$ cat src/rtl/p1_sprite_fetch.sv
// Player-1 sprite reader: fetches one 16-bit bitmap row per scanline during hblank,
// then streams it out as a scaled, optionally mirrored per-pixel opaque flag.
module p1_sprite_fetch #(
    parameter int unsigned SCALE_LOG2 = 2,
    parameter int unsigned ANIM_DIV   = 8
) (
    input  logic        i_clk,
    input  logic        i_rst_n,
    input  logic        i_vsync_pulse,
    input  logic        i_hblank_pulse,
    input  logic [9:0]  i_next_y,
    input  logic [9:0]  i_pix_x,
    input  logic        i_video_on,
    input  logic [9:0]  i_pos_x,
    input  logic [9:0]  i_pos_y,
    input  logic [2:0]  i_action,
    input  logic        i_facing,
    input  logic        i_anim_en,
    output logic [9:0]  o_rom_addr,
    input  logic [15:0] i_rom_bitmap,
    output logic [1:0]  o_frame,
    output logic        o_pix_opaque,
    output logic        o_fetch_busy
);

    localparam logic [7:0] DIV_LAST = 8'(ANIM_DIV - 1);

    typedef enum logic [1:0] {
        S_IDLE,
        S_ADDR,
        S_CAPT
    } state_t;

    state_t      r_state;
    state_t      w_state_nxt;

    logic [2:0]  r_action_l;
    logic        r_facing_l;
    logic [7:0]  r_div;
    logic [1:0]  r_frame;
    logic [15:0] r_linebuf;
    logic        r_row_valid;
    logic [9:0]  r_rom_addr;
    logic        r_pix_opaque;

    logic [7:0]  w_div_nxt;
    logic [1:0]  w_frame_nxt;
    logic [2:0]  w_action_eff;
    logic [9:0]  w_dy;
    logic [9:0]  w_row_full;
    logic        w_row_hit;
    logic [9:0]  w_fetch_addr;
    logic        w_start;
    logic        w_miss;
    logic        w_capture;
    logic        w_busy;
    logic [9:0]  w_dx;
    logic [9:0]  w_col_full;
    logic        w_in_win;
    logic [3:0]  w_bit_idx;

    // Frame-start latch: an action change restarts the animation from frame 0.
    always_comb begin
        w_div_nxt   = r_div;
        w_frame_nxt = r_frame;
        if (i_vsync_pulse) begin
            if (i_action != r_action_l) begin
                w_div_nxt   = '0;
                w_frame_nxt = '0;
            end else if (i_anim_en) begin
                if (r_div == DIV_LAST) begin
                    w_div_nxt   = '0;
                    w_frame_nxt = r_frame + 2'd1;
                end else begin
                    w_div_nxt   = r_div + 8'd1;
                end
            end
        end
    end

    always_ff @(posedge i_clk or negedge i_rst_n) begin
        if (!i_rst_n) begin
            r_action_l <= '0;
            r_facing_l <= 1'b0;
            r_div      <= '0;
            r_frame    <= '0;
        end else begin
            r_div   <= w_div_nxt;
            r_frame <= w_frame_nxt;
            if (i_vsync_pulse) begin
                r_action_l <= i_action;
                r_facing_l <= i_facing;
            end
        end
    end

    // A fetch coinciding with vsync must see the freshly latched action and frame.
    assign w_action_eff = i_vsync_pulse ? i_action : r_action_l;

    assign w_dy         = i_next_y - i_pos_y;
    assign w_row_full   = w_dy >> SCALE_LOG2;
    assign w_row_hit    = (i_next_y >= i_pos_y) && (w_row_full < 10'd16);
    assign w_fetch_addr = {w_row_full[3:0], w_action_eff, 1'b0, w_frame_nxt};

    always_ff @(posedge i_clk or negedge i_rst_n) begin
        if (!i_rst_n) begin
            r_state <= S_IDLE;
        end else begin
            r_state <= w_state_nxt;
        end
    end

    always_comb begin
        w_state_nxt = r_state;
        case (r_state)
            S_IDLE:  if (i_hblank_pulse && w_row_hit) w_state_nxt = S_ADDR;
            S_ADDR:  w_state_nxt = S_CAPT;
            S_CAPT:  w_state_nxt = S_IDLE;
            default: w_state_nxt = S_IDLE;
        endcase
    end

    always_comb begin
        w_busy    = (r_state != S_IDLE);
        w_start   = (r_state == S_IDLE) && i_hblank_pulse && w_row_hit;
        w_miss    = (r_state == S_IDLE) && i_hblank_pulse && !w_row_hit;
        w_capture = (r_state == S_CAPT);
    end

    // The ROM registers the address on the ADDR edge, so data is ready in CAPT.
    always_ff @(posedge i_clk or negedge i_rst_n) begin
        if (!i_rst_n) begin
            r_rom_addr  <= '0;
            r_linebuf   <= '1;
            r_row_valid <= 1'b0;
        end else begin
            if (w_start) begin
                r_rom_addr <= w_fetch_addr;
            end
            if (w_miss) begin
                r_row_valid <= 1'b0;
            end
            if (w_capture) begin
                r_linebuf   <= i_rom_bitmap;
                r_row_valid <= 1'b1;
            end
        end
    end

    assign w_dx       = i_pix_x - i_pos_x;
    assign w_col_full = w_dx >> SCALE_LOG2;
    assign w_in_win   = i_video_on && (i_pix_x >= i_pos_x) && (w_col_full < 10'd16);
    assign w_bit_idx  = r_facing_l ? w_col_full[3:0] : (4'd15 - w_col_full[3:0]);

    always_ff @(posedge i_clk or negedge i_rst_n) begin
        if (!i_rst_n) begin
            r_pix_opaque <= 1'b0;
        end else begin
            r_pix_opaque <= w_in_win & r_row_valid & ~r_linebuf[w_bit_idx];
        end
    end

    assign o_rom_addr   = r_rom_addr;
    assign o_frame      = r_frame;
    assign o_pix_opaque = r_pix_opaque;
    assign o_fetch_busy = w_busy;

endmodule
$ cat config.mk
export PLATFORM = sky130hd
export DESIGN_NAME = p1_sprite_fetch
export DESIGN_NICKNAME = d
export VERILOG_FILES = /design/src/rtl/p1_sprite_fetch.sv
export SDC_FILE = /design/constraint.sdc
export NUM_CORES = 1
export LEC_CHECK = 0
export CAP_MARGIN = 20
export CORE_MARGIN = 4
export CORE_UTILIZATION = 44
export CTS_CLUSTER_DIAMETER = 80
export DETAILED_ROUTE_END_ITERATION = 12
export PLACE_DENSITY_LB_ADDON = 0.12
export SETUP_SLACK_MARGIN = 0.4
export SYNTH_ARGS = -nofsm -noshare
export SYNTH_HDL_FRONTEND = slang
export SYNTH_SLANG_ARGS = --single-unit
$ cat constraint.sdc
create_clock -name i_clk -period 2 [get_ports i_clk]
set_input_delay 0.5 -clock i_clk [delete_from_list [all_inputs] [get_ports i_clk]]
set_output_delay 0.5 -clock i_clk [all_outputs]
set_load 0.02 [all_outputs]
After elaboration in Yosys (flattened, before gate mapping)
Cells that the tools add are included.
{ "op_classes": {"mux": 15, "n_lt_le_gt_ge": 5, "n_reduce_logical": 13, "n_addsub": 5, "n_eq_ne": 5, "bitwise": 3} }
{ "op_table": {"columns": ["cell", "count"], "rows": [
  ["$mux W8", 3],
  ["$ge A10 B10 Y1", 2],
  ["$sub A10 B10 Y10", 2],
  ["$lt A8 B5 Y1 const B", 2],
  ["$mux W2", 5],
  ["$add A8 B1 Y8 const B", 1],
  ["$eq A8 B3 Y1 const B", 1],
  ["$logic_and A1 B1 Y1", 7],
  ["$reduce_bool A2 Y1", 3],
  ["$lt A4 B5 Y1 const B", 1],
  ["$bmux W1 S4", 1],
  ["$mux W4", 1],
  ["$pmux W2 S2", 1],
  ["$sub A4 B4 Y4 const A", 1],
  ["$mux W1", 3],
  ["$mux W3", 1],
  ["$ne A3 B3 Y1", 1],
  ["$add A2 B1 Y2 const B", 1],
  ["$and A1 B1 Y1", 2],
  ["$eq A2 B1 Y1 const B", 1],
  ["$eq A2 B2 Y1 const B", 1],
  ["$logic_not A2 Y1", 1],
  ["$ne A2 B2 Y1 const B", 1],
  ["$reduce_and A2 Y1", 1],
  ["2 further kinds", 2]
]} }
{ "totals": {"wordCells": 55, "register_bits": 43} }

Depth between registers and ports, before layout
{ "depth": {"ltp_word": 7, "ltp_mapped": 9, "ltp_nobuf": 9} }

Worst setup path before layout
Ideal clock, no wire load.
{ "synth_path": {"kind": "input -> register", "startpoint": "input port i_pos_x[2]", "endpoint": "register r_pix_opaque, in the netlist o_pix_opaque", "required_ps": 1920, "arrival_ps": 2387, "setup_slack_ps": -467, "path_stages": 8, "setup_time_ps": 80, "n_path_buf": 0, "cell_sequence": "inv_1 > ha_1 > xnor2_2 > or3_1 > nand2_2 > mux4_2 > a311oi_1 > nor3b_2"} }
{ "synth_via": {"elab_chain_len": 7, "elab_cells_between_ends": 12, "classes_between": "2 x add/sub; 2 x order compare; 3 x mux; 3 x bitwise; 2 x reduce/logical"} }
{ "synth_lines": {"columns": ["element", "line", "rtl"], "rows": [
  ["start: declaration", "14", "input logic [9:0] i_pos_x,"],
  ["$sub A10 B10 Y10", "150", "assign w_dx = i_pix_x - i_pos_x;"],
  ["$sub A4 B4 Y4", "153", "assign w_bit_idx = r_facing_l ? w_col_full[3:0] : (4'd15 - w_col_full[3:0]);"],
  ["$mux W4", "153", null],
  ["$bmux W1 S4", "159", "r_pix_opaque <= w_in_win & r_row_valid & ~r_linebuf[w_bit_idx];"],
  ["$mux W1 (implied by the code)", "159", null],
  ["$not A1 Y1", "159", null],
  ["$and A1 B1 Y1 (*)", "159", null],
  ["end signal: assignment", "159", null],
  ["end: declaration", "44", "logic r_pix_opaque;"]
]} }
Mark *: on every way between the ends. The rest lies on a longest branch, timed or not. The select of a mux whose other input is x is not followed.
A chain may end at the register's enable or synchronous reset.

Worst setup path in the final report
Ends and elaborated chain as after synthesis.

==> summary.md <==
| Metric | Value |
|---|---|
| Antenna diode count | 0 |
| Yosys Warn Count | 0 |
| Max rail drop VDD | 628 µV |
| Vias in the first global route | 2713 |
| Most frequent standard cell in the layout excluding fill and tap cells | sky130_fd_sc_hd__buf_4 |
| Skew-Pair Late Insertion Delay | 0.29 ns |
| Detailed-route DRC error count | 0 |
| Via Count | 2568 |
| Crit Path Max Fanout | 4 |
| Aggregate negative setup slack | -0.723 ns |
| Max Cap Viol | 0 |
| Commonest cells after routing, fill and taps aside | sky130_fd_sc_hd__buf_4, sky130_fd_sc_hd__clkdlybuf4s50_1, sky130_fd_sc_hd__dfrtp_1 |
| Overall Global Routing Usage | 19.7% |
| Core Region | 0.00606 mm² |
| TritonCTS Buffers | 5 |
| Power density over cell area | 722 mW/mm² |
| Avg Cell Area, Syn | 9.99 µm² |
| Max Root-Sink Buffers | 2 |
| CTS tree | built |
| PnR worst setup slack | -0.310 ns |
| Detailed-route vias per instance | 5.24 |
| DRT Pass-1 Iters | 4 |
| Global-route wire length before repair | 11900 µm |
| Static power due to leakage | 0.00210 µW |
| Total routed wirelength | 7380 µm |
| Initial core utilization | 46.3% |
| Hold violation count in the final report | 0 |
| 1st-iter DRT viols | 59 |
| Violated checks | negative setup slack |
| Result of the run | complete, but fails checks |
| CTS H-tree lvls | 2 |
| Filler Cell Count | 423 |
| Share of final-layout standard cells stronger than drive strength 1 | 47.7% |
| Relative area change from synthesis to final layout | 65.4% |
| Number of nets in the synthesized netlist | 368 |
| Pin count of the biggest net entering global routing | 17 |
| Post-route fraction of the period consumed by the critical path | 115% |
| Clock net sink count | 43 |
| Row count | 28 |
| Post-route minimum period | 2.31 ns |
| Most used DFF post-synth | sky130_fd_sc_hd__dfrtp_1 |
| Startpoint-to-endpoint class of the critical path | input pin to flop |
| Clock transition at the register clock pins on the worst setup and hold paths after CTS | 0.08 ns |
| RSZ-0062 raised after global routing | true |
| Combined area of all synthesized cells | 0.00281 mm² |
| DP HPWL | 5240 µm |
| Startpoint types | input pin |
| Maximum clock rate | 433 MHz |
| Flip-flop and latch count after synthesis | 43 |
| GRT Residual Overflow | 0 |
| Setup skew after layout | 0.00658 ns |
| Overall die area | 0.00772 mm² |
| Final hold slack | 0.0928 ns |
| Routed len/inst | 15.1 µm |
| Class of the worst hold path | input pin to async pin |
| Worst Path Required | 2.22 ns |
| Post-route antenna net violation count | 0 |
| DIE HEIGHT | 87.9 µm |
| Share of synthesized flip-flops with an asynchronous set or reset | 100% |
| Number of antenna violations at the first check in global routing | 0 |
| I/O pin count | 80 |
| Critical path data arrival time | 2.52 ns |
| Setup-failing EPs final | 10 |
| Final layout net count | 501 |
| Synth cell types | 48 |
| Root cell of the clock tree | sky130_fd_sc_hd__clkbuf_8 |
| Number of enable-type register cells in the synthesized netlist | 0 |
| Number of max-slew violations in the final report | 0 |
| Gate count of the mapped netlist | 281 |
| Floorplan die width | 87.9 µm |
| Fraction of the yosys area taken by sequential cells | 39.0% |
| Hold buffer count at CTS | 0 |
| I/O Buffers | 78 |
| Global placement routability congestion | 0.836 |
| Type of destination of the critical path | flop |
[cells by family (layout without fill, tap and decap cells)]
logic type      Yosys count  after routing  synth area share [%]
compound gates           57             57                  12.8
xor+xnor                 18             18                  5.88
fa+ha+maj                21             21                  9.36
buf+inv                  37            170                  5.21
flops                    43             43                  39.0
mux                      34             34                  14.4
other cells               1              1                 0.134
simple gates             70             71                  13.1
[power by group]
part | internal, µW | switching, µW
Sequential | 1230 | 157
Combinational | 805 | 586
Clock | 276 | 302
Total | 2310 | 1050
[through the flow]
stage / cell area [µm²] / utilization, % / cells / total power [µW] / worst slack, ns
after global routing: 4640 / 76.6 / 490 / 3560 / -0.461
after CTS: 4520 / 74.5 / 487 / 3320 / -0.299
final: 4640 / 76.6 / 490 / 3350 / -0.310
after floorplan: 2960 / - / 281 / 2130 / -0.290
after detailed placement: 4100 / 67.7 / 469 / 2690 / -1.02
after global placement: 4100 / 67.7 / 469 / 2650 / -0.945
[layout make-up]
| cell class | instances | area, µm² | share of cell area (%) |
|---|---|---|---|
| sequential | 43 | 1100 | 23.6 |
| clock buffer | 6 | 82.6 | 1.78 |
| tap | 75 | 93.8 | 2.02 |
| clock inverter | 2 | 11.3 | 0.242 |
| timing repair buffer | 130 | 1160 | 24.9 |
| inverter | 32 | 145 | 3.12 |
| multi-input combinational | 202 | 2060 | 44.3 |
[what timing repair did]
action                     CTS  global route
setup endpoints to repair   35            26
cloned                       1             0
resized for setup          143            34
pin swaps                   38            16
setup buffers                9             3
[worst paths after layout]
kind	start	endpoint	slack (ns)	depth (start not counted)
min	i_rst_n	r_row_valid$_DFFE_PN0P_	0.09	1
min in group i_clk	r_state[1]$_DFFE_PN0P_	r_state[1]$_DFFE_PN0P_	0.48	1
max in group asynchronous	i_rst_n	r_linebuf[10]$_DFFE_PN1P_	1.32	2
max reg2reg	r_facing_l$_DFFE_PN0P_	o_pix_opaque$_DFF_PN0_	-0.10	6
min reg2reg	r_state[1]$_DFFE_PN0P_	r_state[1]$_DFFE_PN0P_	0.48	1
max	i_pos_x[2]	o_pix_opaque$_DFF_PN0_	-0.31	10
[Yosys cell counts, types with 2 or more instances]
cell type / number / share of area, %
sky130_fd_sc_hd__mux2_2: 31 / 12
sky130_fd_sc_hd__nand2b_1: 2 / 0.45
sky130_fd_sc_hd__dfrtp_1: 27 / 24
sky130_fd_sc_hd__a311oi_1: 3 / 0.94
sky130_fd_sc_hd__nor2b_1: 4 / 0.89
sky130_fd_sc_hd__nand2_1: 15 / 2.0
sky130_fd_sc_hd__nand3_1: 9 / 1.6
sky130_fd_sc_hd__mux4_2: 2 / 1.6
sky130_fd_sc_hd__buf_4: 2 / 0.53
sky130_fd_sc_hd__a32o_1: 2 / 0.71
sky130_fd_sc_hd__xnor2_1: 9 / 2.8
sky130_fd_sc_hd__and3_1: 3 / 0.67
sky130_fd_sc_hd__o41ai_1: 2 / 0.62
sky130_fd_sc_hd__o21a_1: 3 / 0.80
sky130_fd_sc_hd__inv_1: 32 / 4.3
sky130_fd_sc_hd__a21oi_1: 13 / 2.3
sky130_fd_sc_hd__o21ai_1: 4 / 0.71
sky130_fd_sc_hd__o211ai_1: 5 / 1.3
sky130_fd_sc_hd__nor3b_1: 2 / 0.53
sky130_fd_sc_hd__xor2_1: 8 / 2.5
sky130_fd_sc_hd__nor2_1: 16 / 2.1
sky130_fd_sc_hd__o31ai_1: 2 / 0.53
sky130_fd_sc_hd__clkbuf_1: 2 / 0.27
sky130_fd_sc_hd__ha_1: 21 / 9.4
sky130_fd_sc_hd__dfstp_2: 16 / 15
sky130_fd_sc_hd__nor3_1: 5 / 0.89
sky130_fd_sc_hd__or2_2: 3 / 0.67
sky130_fd_sc_hd__or3_1: 2 / 0.45
sky130_fd_sc_hd__o21ai_0: 17 / 3.0
[metal layers]
| layer | global-route usage, % | share of wire (%) | vias up |
|---|---|---|---|
| li1 | - | - | 1264 |
| met1 | 23.1 | 41 | 1224 |
| met2 | 35.5 | 52 | 69 |
| met3 | 4.05 | 4.8 | 11 |
| met4 | 6.97 | 1.5 | 0 |
| met5 | 0 | 0 | - |
[critical path, stage by stage]
cell,delay [ns]
sky130_fd_sc_hd__buf_6,0.09
sky130_fd_sc_hd__buf_6,0.12
sky130_fd_sc_hd__inv_12,0.04
sky130_fd_sc_hd__ha_4,0.20
sky130_fd_sc_hd__xnor2_4,0.14
sky130_fd_sc_hd__or3_4,0.40
sky130_fd_sc_hd__nand2_4,0.10
sky130_fd_sc_hd__mux4_2,0.49
sky130_fd_sc_hd__a311oi_1,0.25
sky130_fd_sc_hd__nor3b_2,0.19
[sequential cells by signal (all words and copies together) (netlist names)]
signal and count:
o_frame 2, r_div 8, r_state 2, o_pix_opaque 1, o_rom_addr 9, r_facing_l 1, r_linebuf 16, r_action_l 3
r_row_valid 1
Note: power is estimated with default switching activity, not from simulation.
